$ cat config.mk
export PLATFORM = sky130hd
export DESIGN_NAME = clk_div_ctrl
export DESIGN_NICKNAME = d
export VERILOG_FILES = /design/src/rtl/clk_div_pkg.sv /design/src/rtl/clk_div_core.sv /design/src/rtl/clk_div_ctrl.sv
export SDC_FILE = /design/constraint.sdc
export NUM_CORES = 1
export LEC_CHECK = 0
export BUFFER_PORTS_ARGS = -buffer_cell sky130_fd_sc_hd__buf_2
export CORE_UTILIZATION = 30
export DETAILED_ROUTE_END_ITERATION = 6
export PLACE_DENSITY = 0.44
export SYNTH_ARGS = -nofsm -noshare
export SYNTH_HDL_FRONTEND = slang
export SYNTH_SLANG_ARGS = --single-unit
export TNS_END_PERCENT = 10
$ cat constraint.sdc
create_clock -name clk -period 3.2 [get_ports clk]
set_input_delay 0.64 -clock clk [delete_from_list [all_inputs] [get_ports clk]]
set_output_delay 0.64 -clock clk [all_outputs]
set_load 0.05 [all_outputs]
$ cat src/rtl/clk_div_pkg.sv
// Shared types, duty-mode encodings and the output-phase helper for the
// runtime-programmable clock divider.
package clk_div_pkg;

    // Controller sequencing states
    typedef enum logic [1:0] {
        IDLE = 2'd0,
        RUN  = 2'd1,
        PEND = 2'd2,
        STOP = 2'd3
    } state_e;

    // Duty-mode encodings (3 is reserved and rejected by the controller)
    localparam logic [1:0] DUTY_HALF  = 2'd0;
    localparam logic [1:0] DUTY_PULSE = 2'd1;
    localparam logic [1:0] DUTY_WIDE  = 2'd2;

    // Width used by the helper; callers zero-extend their counter/ratio
    localparam int FN_W = 32;

    // Level of the posedge half of the output for a given counter position.
    // For mode 0, floor(N/2) covers both N/2 (even) and (N-1)/2 (odd); the
    // negedge flop adds the missing half cycle for odd N.
    function automatic logic pos_hi_fn(
        input logic [FN_W-1:0] cnt,
        input logic [FN_W-1:0] div,
        input logic [1:0]      mode
    );
        logic hi;
        case (mode)
            DUTY_HALF:  hi = (cnt < (div >> 1));
            DUTY_PULSE: hi = (cnt == '0);
            DUTY_WIDE:  hi = (cnt != (div - 32'd1));
            default:    hi = 1'b0;
        endcase
        return hi;
    endfunction

endpackage

$ cat src/rtl/clk_div_core.sv
// Divider datapath: period counter, posedge/negedge output flops and the
// glitch-free output OR. Ratio and mode are the active configuration; the
// controller only changes them at a wrap or while stopped.
module clk_div_core
    import clk_div_pkg::*;
#(
    parameter int CNT_W = 8
) (
    input  logic             clk,
    input  logic             rst_n,
    input  logic             i_run,
    input  logic             i_restart,
    input  logic [CNT_W-1:0] i_div,
    input  logic [1:0]       i_duty,
    output logic             o_wrap,
    output logic             o_clk
);

    localparam logic [CNT_W-1:0] ONE = CNT_W'(1);

    logic [CNT_W-1:0] r_cnt;
    logic             r_pos_hi;
    logic             r_neg_hi;
    logic [CNT_W-1:0] w_cnt_next;
    logic             w_wrap;
    logic             w_odd_half;

    assign w_wrap     = (r_cnt == (i_div - ONE));
    assign w_odd_half = (i_duty == DUTY_HALF) && i_div[0];

    // Next counter value: hold at 0 when stopped, reload 0 on start or wrap
    always_comb begin
        if (!i_run || i_restart || w_wrap) begin
            w_cnt_next = '0;
        end else begin
            w_cnt_next = r_cnt + ONE;
        end
    end

    // Counter and posedge output half; pos_hi tracks the value cnt is moving to.
    // At a reconfiguration wrap the old ratio/mode are still on i_div/i_duty,
    // which is harmless: position 0 is high for every legal configuration.
    always_ff @(posedge clk or negedge rst_n) begin
        if (!rst_n) begin
            r_cnt    <= '0;
            r_pos_hi <= 1'b0;
        end else begin
            r_cnt    <= w_cnt_next;
            r_pos_hi <= i_run && pos_hi_fn(FN_W'(w_cnt_next), FN_W'(i_div), i_duty);
        end
    end

    // Negedge half: delays pos_hi by half a cycle only for 50 % duty at odd N
    always_ff @(negedge clk or negedge rst_n) begin
        if (!rst_n) begin
            r_neg_hi <= 1'b0;
        end else begin
            r_neg_hi <= w_odd_half ? r_pos_hi : 1'b0;
        end
    end

    assign o_wrap = w_wrap;
    assign o_clk  = r_pos_hi | r_neg_hi;

endmodule

$ cat src/rtl/clk_div_ctrl.sv
// Clock divider controller: sequences start/stop on period boundaries,
// accepts ratio/duty updates over valid/ready and defers them to the next
// boundary while running, and flags illegal configurations.
module clk_div_ctrl
    import clk_div_pkg::*;
#(
    parameter int CNT_W    = 8,
    parameter int DEF_DIV  = 3,
    parameter int DEF_DUTY = 0
) (
    input  logic             clk,
    input  logic             rst_n,
    input  logic             en,
    input  logic             cfg_valid,
    output logic             cfg_ready,
    input  logic [CNT_W-1:0] cfg_div,
    input  logic [1:0]       cfg_duty,
    output logic             cfg_err,
    output logic             clk_out,
    output logic             busy,
    output logic [CNT_W-1:0] cur_div
);

    localparam logic [CNT_W-1:0] RST_DIV  = CNT_W'(DEF_DIV);
    localparam logic [1:0]       RST_DUTY = 2'(DEF_DUTY);
    localparam logic [CNT_W-1:0] MIN_DIV  = CNT_W'(2);

    state_e           r_state;
    state_e           w_state_next;
    logic [CNT_W-1:0] r_act_div;
    logic [1:0]       r_act_duty;
    logic [CNT_W-1:0] r_shd_div;
    logic [1:0]       r_shd_duty;
    logic             r_cfg_err;

    logic w_hs;
    logic w_legal;
    logic w_take_idle;
    logic w_take_shd;
    logic w_apply_shd;
    logic w_run;
    logic w_restart;
    logic w_wrap;

    assign cfg_ready = (r_state == IDLE) || (r_state == RUN);
    assign w_hs      = cfg_valid && cfg_ready;
    assign w_legal   = (cfg_div >= MIN_DIV) && (cfg_duty != 2'd3);

    // Next state and configuration-routing decisions
    always_comb begin
        w_state_next = r_state;
        w_take_idle  = 1'b0;
        w_take_shd   = 1'b0;
        w_apply_shd  = 1'b0;
        case (r_state)
            IDLE: begin
                w_take_idle = w_hs && w_legal;
                if (en) begin
                    w_state_next = RUN;
                end
            end
            RUN: begin
                if (w_hs && w_legal) begin
                    w_take_shd   = 1'b1;
                    w_state_next = PEND;
                end else if (!en) begin
                    w_state_next = STOP;
                end
            end
            PEND: begin
                if (w_wrap) begin
                    w_apply_shd  = 1'b1;
                    w_state_next = en ? RUN : IDLE;
                end
            end
            STOP: begin
                if (en) begin
                    w_state_next = RUN;
                end else if (w_wrap) begin
                    w_state_next = IDLE;
                end
            end
            default: w_state_next = IDLE;
        endcase
    end

    // The datapath runs in every cycle whose next state is not IDLE
    assign w_run     = (w_state_next != IDLE);
    assign w_restart = (r_state == IDLE) && w_run;

    // State, active/shadow configuration and error pulse
    always_ff @(posedge clk or negedge rst_n) begin
        if (!rst_n) begin
            r_state    <= IDLE;
            r_act_div  <= RST_DIV;
            r_act_duty <= RST_DUTY;
            r_shd_div  <= RST_DIV;
            r_shd_duty <= RST_DUTY;
            r_cfg_err  <= 1'b0;
        end else begin
            r_state   <= w_state_next;
            r_cfg_err <= w_hs && !w_legal;
            if (w_take_idle) begin
                r_act_div  <= cfg_div;
                r_act_duty <= cfg_duty;
            end else if (w_apply_shd) begin
                r_act_div  <= r_shd_div;
                r_act_duty <= r_shd_duty;
            end
            if (w_take_shd) begin
                r_shd_div  <= cfg_div;
                r_shd_duty <= cfg_duty;
            end
        end
    end

    clk_div_core #(
        .CNT_W (CNT_W)
    ) u_core (
        .clk       (clk),
        .rst_n     (rst_n),
        .i_run     (w_run),
        .i_restart (w_restart),
        .i_div     (r_act_div),
        .i_duty    (r_act_duty),
        .o_wrap    (w_wrap),
        .o_clk     (clk_out)
    );

    assign cfg_err = r_cfg_err;
    assign busy    = (r_state != IDLE);
    assign cur_div = r_act_div;

endmodule

# ---- Word-level counts from Yosys, hierarchy flattened
# Cells that the tools add are included.
dict set report classes {
  n_reduce_logical 18
  n_bitwise 1
  addsub 3
  n_eq_ne 8
  muxes 20
  magnitude_cmp 2
}
# operator n
set ops {}
lappend ops {{8-bit by 32-bit != test with 1-bit output} 1}
lappend ops {{8-bit 2-to-1 mux} 3}
lappend ops {{2-bit 2-to-1 mux} 8}
lappend ops {{8-bit by 1-bit subtractor with 9-bit output, second input constant} 1}
lappend ops {{8-bit by 1-bit adder with 8-bit output, second input constant} 1}
lappend ops {{8-bit == test} 1}
lappend ops {{8-bit by 2-bit >= comparator with 1-bit output, second input constant} 1}
lappend ops {{8-bit zero test} 1}
lappend ops {{8-bit by 7-bit less-than comparator with 1-bit output} 1}
lappend ops {{2-bit case mux with 4 select lines} 1}
lappend ops {{8-bit by 1-bit subtractor with 8-bit output, second input constant} 1}
lappend ops {{1-bit logical AND} 7}
lappend ops {{1-bit 2-to-1 mux} 7}
lappend ops {{2-bit == test, second input constant} 3}
lappend ops {{2-bit nonzero test} 3}
lappend ops {{2-bit by 1-bit == test with 1-bit output, second input constant} 2}
lappend ops {{2-bit zero test} 2}
lappend ops {{1-bit logical OR} 3}
lappend ops {{1-bit case mux with 3 select lines} 1}
lappend ops {{1-bit zero test} 2}
lappend ops {{2-bit != test, second input constant} 1}
lappend ops {{1-bit bitwise OR} 1}
dict set report totals {
  ff_bits 33
  input_bits 14
  word_cells 61
  out_inout_bits 12
}

# ---- Longest topological paths before layout
# Gate-level depths: netlist of run 1.
dict set report depth {
  word_depth 14
  ltp_mapped 18
  ltp_nobuf 17
}

# ---- Cells and area by module
# Synthesis of run 1 repeated with hierarchy kept, for this count alone.
dict set report unflattened {
  hier_cells 219
  hier_area_um2 2227.1
}
# module instances area_per_inst_um2 cells_each seq_area_each_um2
set by_module_without_submodules {}
lappend by_module_without_submodules {clk_div_core 1 1172.4 139 250.2}
lappend by_module_without_submodules {clk_div_ctrl 1 1054.8 80 580.6}

==> flow_results.org, run 1 <==
** Timing
- Unrepaired setup endpoints after global routing :: true
- Remaining max-slew budget at the tightest pin :: just under 30%
- The routed design could run at a clock period as short as ~3400 ps.
- Setup total negative slack on the finished layout was measured at -232.6 ps.
- The final critical path takes up 104.8% of the cycle.
- Final setup fails :: 2
- The final max-slew violation count came to 0.
- Transition time at the pin with the least slew margin :: around 1100 ps
- Min setup slack post-route :: -154.2 ps
- Upper clock frequency limit :: 0.2981 GHz
- Clock skew :: 11.31 ps
- Final hold violation count :: 0

** Floorplanning
- Die Span Y :: between 80 and 90 microns
- Starting density of the core :: 31.45%
- # IOs :: 26
- Num rows :: 30
- The region available for standard cell placement spans 6907 sq um.
- Die boundary width :: 87.09 microns
- Total Die Area :: between 7000 and 8000 sq um

** Clock network
- The number of clock buffers added by TritonCTS is 5.
- TritonCTS clock tree :: done
- Count of hold-fix buffers inserted at cts :: 0
- Clock-pin slew on the worst setup and hold paths :: roughly 70 ps
- Clk Tree Root Cell :: sky130_fd_sc_hd__clkbuf_8
- Htree depth :: 2
- Clock tree synthesis found a total of 33 sinks.
- The longest clock path from root to sink contains 2 buffers.
- Skew-Pair Late Insertion Delay :: roughly 280 ps

** Yosys
- Number of synthesized flops with an enable pin :: 0
- After technology mapping, the gate count stands at about 220.
- Post-synthesis register bit count :: 33
- Share of flip-flops with an asynchronous set or reset after synthesis :: 100.0%
- The cell area that synthesis handed to floorplanning was ~2200 sq um.
- The number of nets in the synthesized netlist is 238.
- The Yosys step of the flow raised 0 warnings.
- Sequential cells were found to cover 38.25% of the synthesized design area.
- Each instance of the synthesized netlist takes up on average around 10 sq um.
- The netlist uses 48 different library cells.
- Commonest register cell after synthesis :: sky130_fd_sc_hd__dfrtp_1

** Routing
- The first TritonRoute pass finished after 4 iterations.
- Total Routed Length :: about 5900 microns
- Final routed wire length divided by cell count :: between 15 and 20 microns
- After detailed routing, the number of vias per cell comes to 4.846.
- Starting DRT DRC Count :: 76
- DR vias :: about 1900
- For this run, design rule violations remaining after detail routing come to 0.
- Once detail routing completed, the nets flagged for antenna violations numbered 0.

** Global routing
- Via count of the first global-routing pass :: 1823
- The number of antenna violations at the first check in global routing was 0.
- Global routing consumed, over all layers together, between 10% and 20% of the routing resources.
- Global routing finished with a remaining overflow of 0.
- First-pass GRT wire length :: approximately 9400 microns
- Largest net degree at the start of global routing :: 33

** Critical path
- STA classifies the critical path startpoint as a register.
- Critical R2R Launch :: cur_div[0]$_DFFE_PN1P_
- Critical Path Sink :: u_core.r_pos_hi$_DFF_PN0_
- The endpoint identified for the worst register-to-register timing path is u_core.r_pos_hi$_DFF_PN0_.
- Crit path launch :: cur_div[0]$_DFFE_PN1P_
- Measured in cells, the most critical reg-to-reg path has a length of 15.
- Required time worst endpoint :: 3360 ps
- By startpoint and endpoint, the worst setup path is classified as register to register.
- Crit end category :: register
- Flop2flop setup slack :: -150 ps
- In this run the worst path has a maximum fanout of 7.
- Data arrival time of the worst path :: ~3500 ps

** Outcome
- Run status :: finished with violations
- The final reports fail on negative setup slack.

** Final layout
- Fraction of final layout cells with drive strength greater than 1 :: 40.21%
- Relative to the synthesized area, the layout overhead comes to 33.64%.
- Area of all placed cells without fillers :: a little under 3000 sq um
- Antenna diode count :: 0
- Leaving out fill and tap cells, the most frequent cell in the layout is sky130_fd_sc_hd__buf_4.
- Layout filler cell count :: 710
- At the end of the flow the core is filled with cells to about 42%.
- Multi-input gate area in the final layout :: approximately 1300 sq um
- Post-layout net count :: slightly above 300
- The top cell types in the final layout, fill and taps aside, are sky130_fd_sc_hd__buf_4 (41), sky130_fd_sc_hd__dfrtp_1 (28), sky130_fd_sc_hd__buf_2 (24), sky130_fd_sc_hd__mux2i_1 (19), sky130_fd_sc_hd__nand2_1 (15).
- The sequential cells in the finished layout cover a total of 830.8 sq um.

** Pwr
- In this run the power spent charging and discharging nets is about 1500 uW.
- The clock network accounts for approximately 12% of the total power.
- IR analysis of the VDD net gives a maximum drop of around 0.37 mV.
- Total power for the finished layout comes to ~3500 uW.
- Internal power summed over all cells :: 1921 uW
- Combinational cells account for between 60% and 70% of the total power.
- In this run switching power makes up around 44% of total power.
- Sequential cells account for between 20% and 30% of the total power.
- In this run the static leakage power is 0.001249 uW.
- In this run the power density over the cells is 1192 nW/um^2.

** Place
- Detailed placer's ending HPWL :: 4644 microns
- Final weighted congestion in routability-driven placement :: between 0.8 and 0.9
- Worst slack after detailed placement :: -209.6 ps
- The placed instances occupy a cell area of about 2700 sq um.
- Input/output buffers :: 25

** Worst hold path
- The min-delay analysis places its worst path in the category primary input to asynchronous set/reset pin.

** Run
- Max-cap viol count :: 0
## Yosys cell counts (2+ instances only)
library cell	instances	area, sq um
sky130_fd_sc_hd__xor2_1	5	43.79
sky130_fd_sc_hd__a22oi_1	3	22.52
sky130_fd_sc_hd__clkbuf_1	3	11.26
sky130_fd_sc_hd__nor3_1	5	25.02
sky130_fd_sc_hd__inv_1	13	48.80
sky130_fd_sc_hd__o41ai_1	2	17.52
sky130_fd_sc_hd__o21ai_0	9	45.04
sky130_fd_sc_hd__dfrtp_1	28	700.7
sky130_fd_sc_hd__a21oi_1	10	50.05
sky130_fd_sc_hd__and2_1	2	12.51
sky130_fd_sc_hd__mux2_2	12	135.1
sky130_fd_sc_hd__nor4_1	4	25.02
sky130_fd_sc_hd__nand2_1	15	56.30
sky130_fd_sc_hd__nand3_1	9	45.04
sky130_fd_sc_hd__mux2i_1	19	190.2
sky130_fd_sc_hd__nor2_1	16	60.06
sky130_fd_sc_hd__xnor2_1	14	122.6
sky130_fd_sc_hd__dfstp_2	4	105.1
sky130_fd_sc_hd__ha_1	8	100.1
sky130_fd_sc_hd__buf_6	2	22.52
sky130_fd_sc_hd__nand2b_1	5	31.28
sky130_fd_sc_hd__a311oi_1	2	17.52
## layer usage
layer	track usage, %	vias up	routed length [microns]
li1	-	929	-
met1	23.00	869	2894
met2	26.91	47	2723
met3	2.275	6	235
met4	5.067	0	66
met5	0	-	0
## kinds of logic after synthesis
| logic type | Yosys count | synth area share [%] |
|---|---|---|
| compound gates | 40 | 13.65 |
| xor+xnor | 19 | 7.661 |
| mux | 32 | 15.67 |
| fa+ha+maj | 8 | 4.608 |
| flops | 33 | 38.25 |
| simple gates | 66 | 16.36 |
| buf+inv | 18 | 3.802 |
## worst min path at each step
| stage | start | end | slack, ps | depth (start not counted) |
|---|---|---|---|---|
| after floorplan | rst_n | cfg_err$_DFF_PN0_ | 340 | 0 |
| after detailed placement | r_shd_div[4]$_DFFE_PN0P_ | r_shd_div[4]$_DFFE_PN0P_ | 490 | 1 |
| final | rst_n | u_core.r_cnt[0]$_DFF_PN0_ | 410 | 2 |
| after global routing | rst_n | u_core.r_cnt[4]$_DFF_PN0_ | 450 | 2 |
| after CTS | rst_n | r_shd_duty[1]$_DFFE_PN0P_ | 420 | 2 |
| after global placement | r_shd_div[6]$_DFFE_PN0P_ | r_shd_div[6]$_DFFE_PN0P_ | 490 | 1 |
## per-stage QoR
step | std cells | hold slack, ps
6_report | 382 | 406.7
5_1_grt | 382 | 452.4
4_1_cts | 380 | 417.2
3_5_place_dp | 372 | 492.3
3_3_place_gp | 372 | 486.3
2_1_floorplan | 216 | 344.4
## cell type report
type | count | area share [%]
Clock buffer | 7 | 2.974
Clock inverter | 1 | 1.034
Inverter | 13 | 1.767
Multi-Input combinational cell | 165 | 45.65
Sequential cell | 33 | 28.62
Tap cell | 96 | 4.138
Timing Repair Buffer | 67 | 15.82
## worst max-delay path, stage by stage (launching register included)
cell,delay [ps]
sky130_fd_sc_hd__dfstp_2,380
sky130_fd_sc_hd__buf_4,160
sky130_fd_sc_hd__or4_4,550
sky130_fd_sc_hd__nor2_4,150
sky130_fd_sc_hd__xnor2_1,150
sky130_fd_sc_hd__o221a_4,230
sky130_fd_sc_hd__a21o_4,150
sky130_fd_sc_hd__nor2_2,50
sky130_fd_sc_hd__ha_2,320
sky130_fd_sc_hd__o21ai_1,50
sky130_fd_sc_hd__nand2b_1,80
sky130_fd_sc_hd__a21oi_2,60
sky130_fd_sc_hd__o41a_1,300
sky130_fd_sc_hd__o211a_1,240
sky130_fd_sc_hd__nor4b_2,290
sky130_fd_sc_hd__nor2_1,70
## repair_timing
item,4_1_cts,5_1_grt
pin swaps,5,4
setup endpoints to repair,2,2
gates resized for setup,7,6
buffers inserted,0,2
## power groups by stage
stage                     Combinational [uW]  Clock [uW]  Sequential, uW
final                                   2290         403             767
after global routing                    2480         437             791
after CTS                               2230         417             764
after detailed placement                2180           0             771
after global placement                  2200           0             772
after floorplan                         1260           0             926
## flip-flops by register name, indices dropped and copies added (netlist names)
name and flops:
r_shd_duty 2, u_core.r_cnt 8, r_shd_div 8, cur_div 8
cfg_err 1, u_core.r_neg_hi 1, r_state 2, u_core.r_pos_hi 1
r_act_duty 2
(Power assumes the default switching activity.)
==> run 2, diff against run 1 <==
--- a/config.mk
+++ b/config.mk
@@ -5,7 +5,7 @@
 export SDC_FILE = /design/constraint.sdc
 export NUM_CORES = 1
 export LEC_CHECK = 0
-export BUFFER_PORTS_ARGS = -buffer_cell sky130_fd_sc_hd__buf_2
+export BUFFER_PORTS_ARGS = -buffer_cell sky130_fd_sc_hd__buf_4
 export CORE_UTILIZATION = 30
 export DETAILED_ROUTE_END_ITERATION = 6
 export PLACE_DENSITY = 0.44
==> flow_results.org, run 2 (synthesis gave the netlist of run 1 again) <==
** Outcome
- The run finished, with violations left.
- Violations in the final reports :: negative setup slack

** Routing
- The first detailed-routing pass ran for 4 iterations.
- Routed Antenna Nets :: 0
- DR DRC count :: 0
- The final layout contains routed wiring with a total length of ~6000 microns.
- After detailed routing, the average wire length per cell comes to 15.74 microns.
- Dividing the detail-routed via count by the number of cells gives slightly below 5.
- DR vias :: approximately 1900
- For this block, the initial DRC count from the detailed router was 74.

** Floorplanning
- The die covers about 7600 sq um.
- Starting density of the core :: between 30% and 40%
- Num rows :: 30
- Die boundary width :: a little under 90 microns
- Die Span Y :: 87.09 microns
- Standard cell core area :: just under 7000 sq um
- # IOs :: 26

** Pwr
- VDD IR-drop max :: around 0.47 mV
- The analysis attributes to cell leakage a power of about 0.0012 uW.
- For this design the ratio of total power to cell area is ~1200 nW/um^2.

** Timing
- Final Max Slew Viols :: 0
- Timing would allow up to 0.3029 GHz.
- Final period demand of the worst path :: roughly 3300 ps
- Worst hold-check slack :: slightly below 400 ps
- Final cycle utilization of the critical path :: 103.2%
- Total negative setup slack :: -181.8 ps
- Once routing completed, OpenROAD measured the worst setup slack at -101.2 ps.
- Clock skew :: approximately 13 ps
- Setup violations remaining at the end of the flow were counted as 2.
- Transition time at the pin with the least slew margin :: 1032 ps
- Final hold violation count :: 0
- Setup repair after global routing could not meet its margin everywhere.
- Headroom to the max-slew limit came out at a little under a third.

** Final layout
- Most frequent standard cell in the layout excluding fill and tap cells :: sky130_fd_sc_hd__buf_4
- FF/Latch Area :: around 830 sq um
- The number of antenna diodes in the final layout is 0.
- In the final layout, the share of cells above drive strength 1 is ~40%.
- Area of all placed cells without fillers :: 2955 sq um
- Post-Route Utilization :: 42.79%
- After the flow finishes, the layout carries non-filler instances totaling 380.
- In the final layout, the multi-input gates occupy roughly 1400 sq um.
- In the final design database the tool counted around 310 nets.
- Layout filler cell count :: roughly 720
- Synthesis-to-layout area growth :: 36.06%
- The library cells used most frequently in the layout, excluding fill and tap cells, are sky130_fd_sc_hd__buf_4 (63), sky130_fd_sc_hd__dfrtp_1 (28), sky130_fd_sc_hd__mux2i_1 (19), sky130_fd_sc_hd__nand2_1 (15).

** Worst hold path
- The tightest min-delay check is of the primary input to asynchronous set/reset pin type.

** Global routing
- Via count of the first global-routing pass :: roughly 1900
- First-pass GRT wire length :: just under 10000 microns
- Global routing used around 28% of the available met2 tracks.
- The number of antenna violations at the first check in global routing came to 0.
- Most congested layer reported by global routing :: met2
- Global routing used between 20% and 30% of the available met1 tracks.
- Total congestion overflow after global routing :: 0
- Global routing used 3.223% of the available met3 tracks.
- Global routing used around 17% of the available tracks across all layers.
- Largest net degree at the start of global routing :: 33

** Clock network
- Htree depth :: 2
- After clock tree synthesis, the clock-pin slew on the worst setup and hold paths is 70 ps.
- Clk Tree Root Cell :: sky130_fd_sc_hd__clkbuf_8
- Cts bufs inserted :: 5
- The clock passes through at most 2 buffers.
- TritonCTS clock tree :: done
- The clock reaches the later pin of the worst-skew pair after between 200 and 300 ps.
- Count of clock tree sinks :: 33

** Critical path
- Flop2flop setup slack :: -100 ps
- The critical path goes through buf_4, or4_4, nor2_4, xnor2_1, o221a_4, a21oi_2, and2_4, ha_4, o21ai_1, nand2b_1, a21oi_2, o41a_1, o211a_1, nor4b_2, nor2_1.
- The worst setup path is launched from a register.
- Tracing the worst setup path back leads to its startpoint at cur_div[0]$_DFFE_PN1P_.
- Largest stage delay, worst path :: between 500 and 600 ps
- The slowest stage of the critical path is the sky130_fd_sc_hd__or4_4 cell.
- Data arrival time of the worst path :: 3460 ps
- The number of buffers and inverters on the critical path is 1.
- Data on the critical path is required at its endpoint by about 3400 ps.
- Along the worst path, the maximum fanout reaches 7.
- Library cell appearing most often on the critical path :: sky130_fd_sc_hd__a21oi_2
- CP top delay family :: simple AND/OR/NAND/NOR gates
- Crit end category :: register
- The setup path with the least slack is of type register to register.
- In this run the critical register-to-register path is launched from cur_div[0]$_DFFE_PN1P_.

** Place
- Final weighted congestion in routability-driven placement :: roughly 0.77
- After detailed placement, the total cell area comes to approximately 2800 sq um.
- Once placement completed, the tool counted placed cells totaling roughly 370.
- Input/output buffers :: 25
- Detailed placer's ending HPWL :: between 4000 and 5000 microns

** Run
- Max-cap viol count :: 0
==> run 2: cell types whose count changed in the layout (fill, tap and decap cells not counted), moves of 2 or more <==
cell | before | now
sky130_fd_sc_hd__buf_4 | 41 | 63
sky130_fd_sc_hd__buf_2 | 24 | 0
sky130_fd_sc_hd__nor4_1 | 4 | 2
sky130_fd_sc_hd__nor4_2 | 0 | 2
==> run 2: worst register-to-register path: cells and delay by family, from the launching register on <==
family,cells,cell delay (ps)
AOI/OAI and AO/OA,6,940
xor gates and xnor gates,1,150
adders and majority gates,1,250
buffers and inverters,1,160
DFF,1,380
and+or+nand+nor,6,1280
==> run 2: layer usage <==
metal	share of wire, %	vias to the layer above	routed length, microns
met5	0	-	0
met4	1.5	0	87
met3	4.5	6	271
met2	47	50	2835
met1	47	903	2787
li1	-	920	-
==> run 2: metrics by stage <==
stage / worst slack (ps) / total power [uW]
detailed placement: -287.1 / 3010
finish: -101.2 / 3453
global route: -273.5 / 3722
CTS: -147.3 / 3451
floorplan: -331.0 / 2186
global placement: -286.2 / 3024
==> run 2: area by class of cell <==
type,count,area share (%)
inverters,13,1.736
clock buffers,8,3.048
well taps,96,4.064
repair buffers,65,17.06
flip-flops and latches,33,28.11
multi-input cells,165,45.98
==> run 2: worst paths after layout <==
| check | end | cells past startpoint |
|---|---|---|
| worst max-delay path | u_core.r_pos_hi$_DFF_PN0_ | 15 |
| worst min-delay path | u_core.r_cnt[6]$_DFF_PN0_ | 2 |
| worst max register to register | u_core.r_pos_hi$_DFF_PN0_ | 15 |
| worst min register to register | r_shd_div[6]$_DFFE_PN0P_ | 1 |
| max in group asynchronous | u_core.r_neg_hi$_DFF_NN0_ | 1 |
| min in group clk | r_shd_div[6]$_DFFE_PN0P_ | 1 |
==> run 2: power breakdown <==
group	total [uW]	internal (uW)	leakage (uW)	switching, uW
clock network	319	175	0.0000455	143
logic	2370	1100	0.000797	1270
registers	767	613	0.000403	154
==> run 2: what timing repair did <==
item / 4_1_cts / 5_1_grt
gates cloned: 0 / 0
pin swaps: 8 / 1
buffers inserted: 0 / 0
hold buffers: 0 / 0
resized for setup: 14 / 3
setup endpoints to repair: 2 / 2
==> run 3, diff against run 2 <==
--- a/config.mk
+++ b/config.mk
@@ -8,7 +8,7 @@
 export BUFFER_PORTS_ARGS = -buffer_cell sky130_fd_sc_hd__buf_4
 export CORE_UTILIZATION = 30
 export DETAILED_ROUTE_END_ITERATION = 6
-export PLACE_DENSITY = 0.44
+export PLACE_DENSITY = 0.51
 export SYNTH_ARGS = -nofsm -noshare
 export SYNTH_HDL_FRONTEND = slang
 export SYNTH_SLANG_ARGS = --single-unit
==> flow_results.org, run 3 (synthesis gave the netlist of run 1 again) <==
** Clock network
- After clock tree synthesis, the flow added hold-fix buffers numbering 0.
- Clk Tree Root Cell :: sky130_fd_sc_hd__clkbuf_8
- Clock-pin slew on the worst setup and hold paths :: approximately 70 ps
- In this run the number of H-tree levels came out at 2.
- TritonCTS created 5 clock buffers.
- Count of clock tree sinks :: 33
- Skew-Pair Late Insertion Delay :: just under 300 ps
- TritonCTS clock tree :: done
- The clock passes through at most 2 buffers.

** Routing
- The detail route stage leaves a number of antenna-violating nets equal to 0.
- For this run, design rule violations remaining after detail routing come to 0.
- In the final routed layout, each cell accounts on average for ~16 microns.
- Starting DRT DRC Count :: approximately 110
- First-pass iteration count of the detailed router :: 4
- Dividing the detail-routed via count by the number of cells gives ~5.0.
- Detailed routing inserted a total of about 1900 vias.
- The final layout contains routed wiring with a total length of 6196 microns.

** Pwr
- Total power for the finished layout comes to roughly 3400 uW.
- Pleak :: 0.001239 uW
- Power density cells :: roughly 1200 nW/um^2
- VDD sags by at most 0.3824 mV.
- Combinational logic burns 69.1% of the power.
- Of the total power, the clock network draws 8.6%.
- Internal power comes to between 1500 and 2000 uW.
- In this run the power spent charging and discharging nets is 1581 uW.
- Sequential group share of total power :: around 22%
- Switching share of power :: 45.86%

** Run
- Max-cap violations in this run came to 0.

** Final layout
- The library cell used most frequently in the layout, excluding fill and tap cells, is sky130_fd_sc_hd__buf_4.
- Antenna diode count :: 0
- Leading cell types in the layout, fill and taps excluded :: sky130_fd_sc_hd__buf_4 (61), sky130_fd_sc_hd__dfrtp_1 (28), sky130_fd_sc_hd__mux2i_1 (19), sky130_fd_sc_hd__nand2_1 (15), sky130_fd_sc_hd__nor2_1 (13)
- From synthesis to final layout, the design area changed by 35.54%.
- Post-layout net count :: 304
- Fraction of final layout cells with drive strength greater than 1 :: about 40%

** Outcome
- The flow ran to the end, but the final reports show violations.
- Violations in the final reports :: negative setup slack

** Critical path
- At the worst endpoint, the arrival time is between 3000 and 4000 ps.
- Required time worst endpoint :: between 3000 and 4000 ps
- Crit end category :: register
- Category of the most critical setup path :: register to register
- Startpoint type of the worst setup path :: register
- Crit Path Max Fanout :: 7

** Global routing
- First-pass GRT wire length :: 9867 microns
- Global routing consumed, over all layers together, 17.77% of the routing resources.
- The number of antenna violations at the first check in global routing came to 0.
- Entering global routing, the biggest net connects 33 pins.
- After global routing the overflow that remains totals 0.
- Via count of the first global-routing pass :: about 1900

** Place
- Final weighted congestion in routability-driven placement :: 0.9020
- Port buffering added 25 buffers.
- Detailed placement finished with a half-perimeter wire length of between 4000 and 5000 microns.
- Worst slack after detailed placement :: -238.9 ps

** Floorplanning
- Standard cell core area :: 6907 sq um
- The initialized floorplan defines 30 standard-cell rows.
- Die Span Y :: a little under 90 microns
- The die covers about 7600 sq um.
- For this configuration, the core starts out at a cell density of a little under a third.
- 26 I/O pins were placed.
- Die boundary width :: between 80 and 90 microns

** Timing
- Transition time at the pin with the least slew margin :: 1059 ps
- Setup repair after global routing could not meet its margin everywhere.
- Final period demand of the worst path :: 3311 ps
- Remaining max-slew budget at the tightest pin :: between 20% and 30%
- Final setup fails :: 2
- Final hold violation count :: 0
- Of the available clock period, the critical path in the final layout requires 103.5%.
- Total negative setup slack :: -216.5 ps
- After layout, the worst setup slack is -111.1 ps.
- Clock skew on the completed layout was measured at roughly 16 ps.
- Across all hold checks on the routed design, the worst slack comes to a little under 400 ps.
- Upper clock frequency limit :: ~0.3 GHz
- Final Max Slew Viols :: 0

** Worst hold path
- The min-delay analysis places its worst path in the category primary input to asynchronous set/reset pin.
[run 3: repair_timing]
item / 4_1_cts / 5_1_grt
setup buffers: 2 / 0
gates resized for setup: 13 / 5
setup endpoints to repair: 2 / 2
hold endpoints to repair: 0 / 0
pin swaps: 8 / 5
[run 3: metrics by stage]
step / area, sq um / util, % / cells
floorplan: 2202 / - / 216
global route: 2944 / 42.63 / 379
CTS: 2924 / 42.34 / 379
global placement: 2766 / 40.05 / 369
finish: 2944 / 42.63 / 379
detailed placement: 2766 / 40.05 / 369
[run 3: power groups by stage]
stage               Clock (uW)  Sequential, uW  Combinational (uW)
floorplan                    0             926                1260
global route               330             791                2580
detailed placement           0             776                2220
finish                     298             769                2380
CTS                        313             770                2340
global placement             0             766                2220
[run 3: final cells by class]
| class | instances | area, sq um |
|---|---|---|
| Clock buffer | 7 | 76.32 |
| Clock inverter | 1 | 5.005 |
| Fill cell | 726 | 3963 |
| Inverter | 13 | 51.30 |
| Multi-Input combinational cell | 165 | 1360 |
| Sequential cell | 33 | 830.8 |
| Tap cell | 96 | 120.1 |
| Timing Repair Buffer | 64 | 500.5 |
[run 3: worst paths after layout]
| check | start | endpoint | slack (ps) | depth (start not counted) |
|---|---|---|---|---|
| min reg2reg | r_shd_duty[1]$_DFFE_PN0P_ | r_shd_duty[1]$_DFFE_PN0P_ | 510 | 1 |
| max reg2reg | cur_div[0]$_DFFE_PN1P_ | u_core.r_pos_hi$_DFF_PN0_ | -110 | 15 |
| max | cur_div[0]$_DFFE_PN1P_ | u_core.r_pos_hi$_DFF_PN0_ | -110 | 15 |
| min | rst_n | r_shd_div[5]$_DFFE_PN0P_ | 390 | 2 |
| max in group asynchronous | rst_n | u_core.r_neg_hi$_DFF_NN0_ | 1470 | 1 |
| min in group clk | r_shd_duty[1]$_DFFE_PN0P_ | r_shd_duty[1]$_DFFE_PN0P_ | 510 | 1 |
[run 3: per-layer routing]
layer	global-route usage [%]	vias to the layer above	part of all wire (%)
li1	-	921	-
met1	23.05	903	46
met2	28.20	64	45
met3	4.171	19	5.1
met4	7.899	0	3.5
met5	0	-	0
[run 3: critical path, cell delays in order (launching register included)]
cell                       delay, ps
sky130_fd_sc_hd__dfstp_2         390
sky130_fd_sc_hd__buf_6           130
sky130_fd_sc_hd__or4_4           570
sky130_fd_sc_hd__nor2_4          180
sky130_fd_sc_hd__a32oi_1         120
sky130_fd_sc_hd__and4_4          220
sky130_fd_sc_hd__a21o_4          250
sky130_fd_sc_hd__nor2_4          120
sky130_fd_sc_hd__ha_4            140
sky130_fd_sc_hd__o21ai_1          70
sky130_fd_sc_hd__nand2b_1         90
sky130_fd_sc_hd__a21oi_2          60
sky130_fd_sc_hd__o41a_1          300
sky130_fd_sc_hd__o211a_1         230
sky130_fd_sc_hd__nor4b_2         260
sky130_fd_sc_hd__nor2_1           60
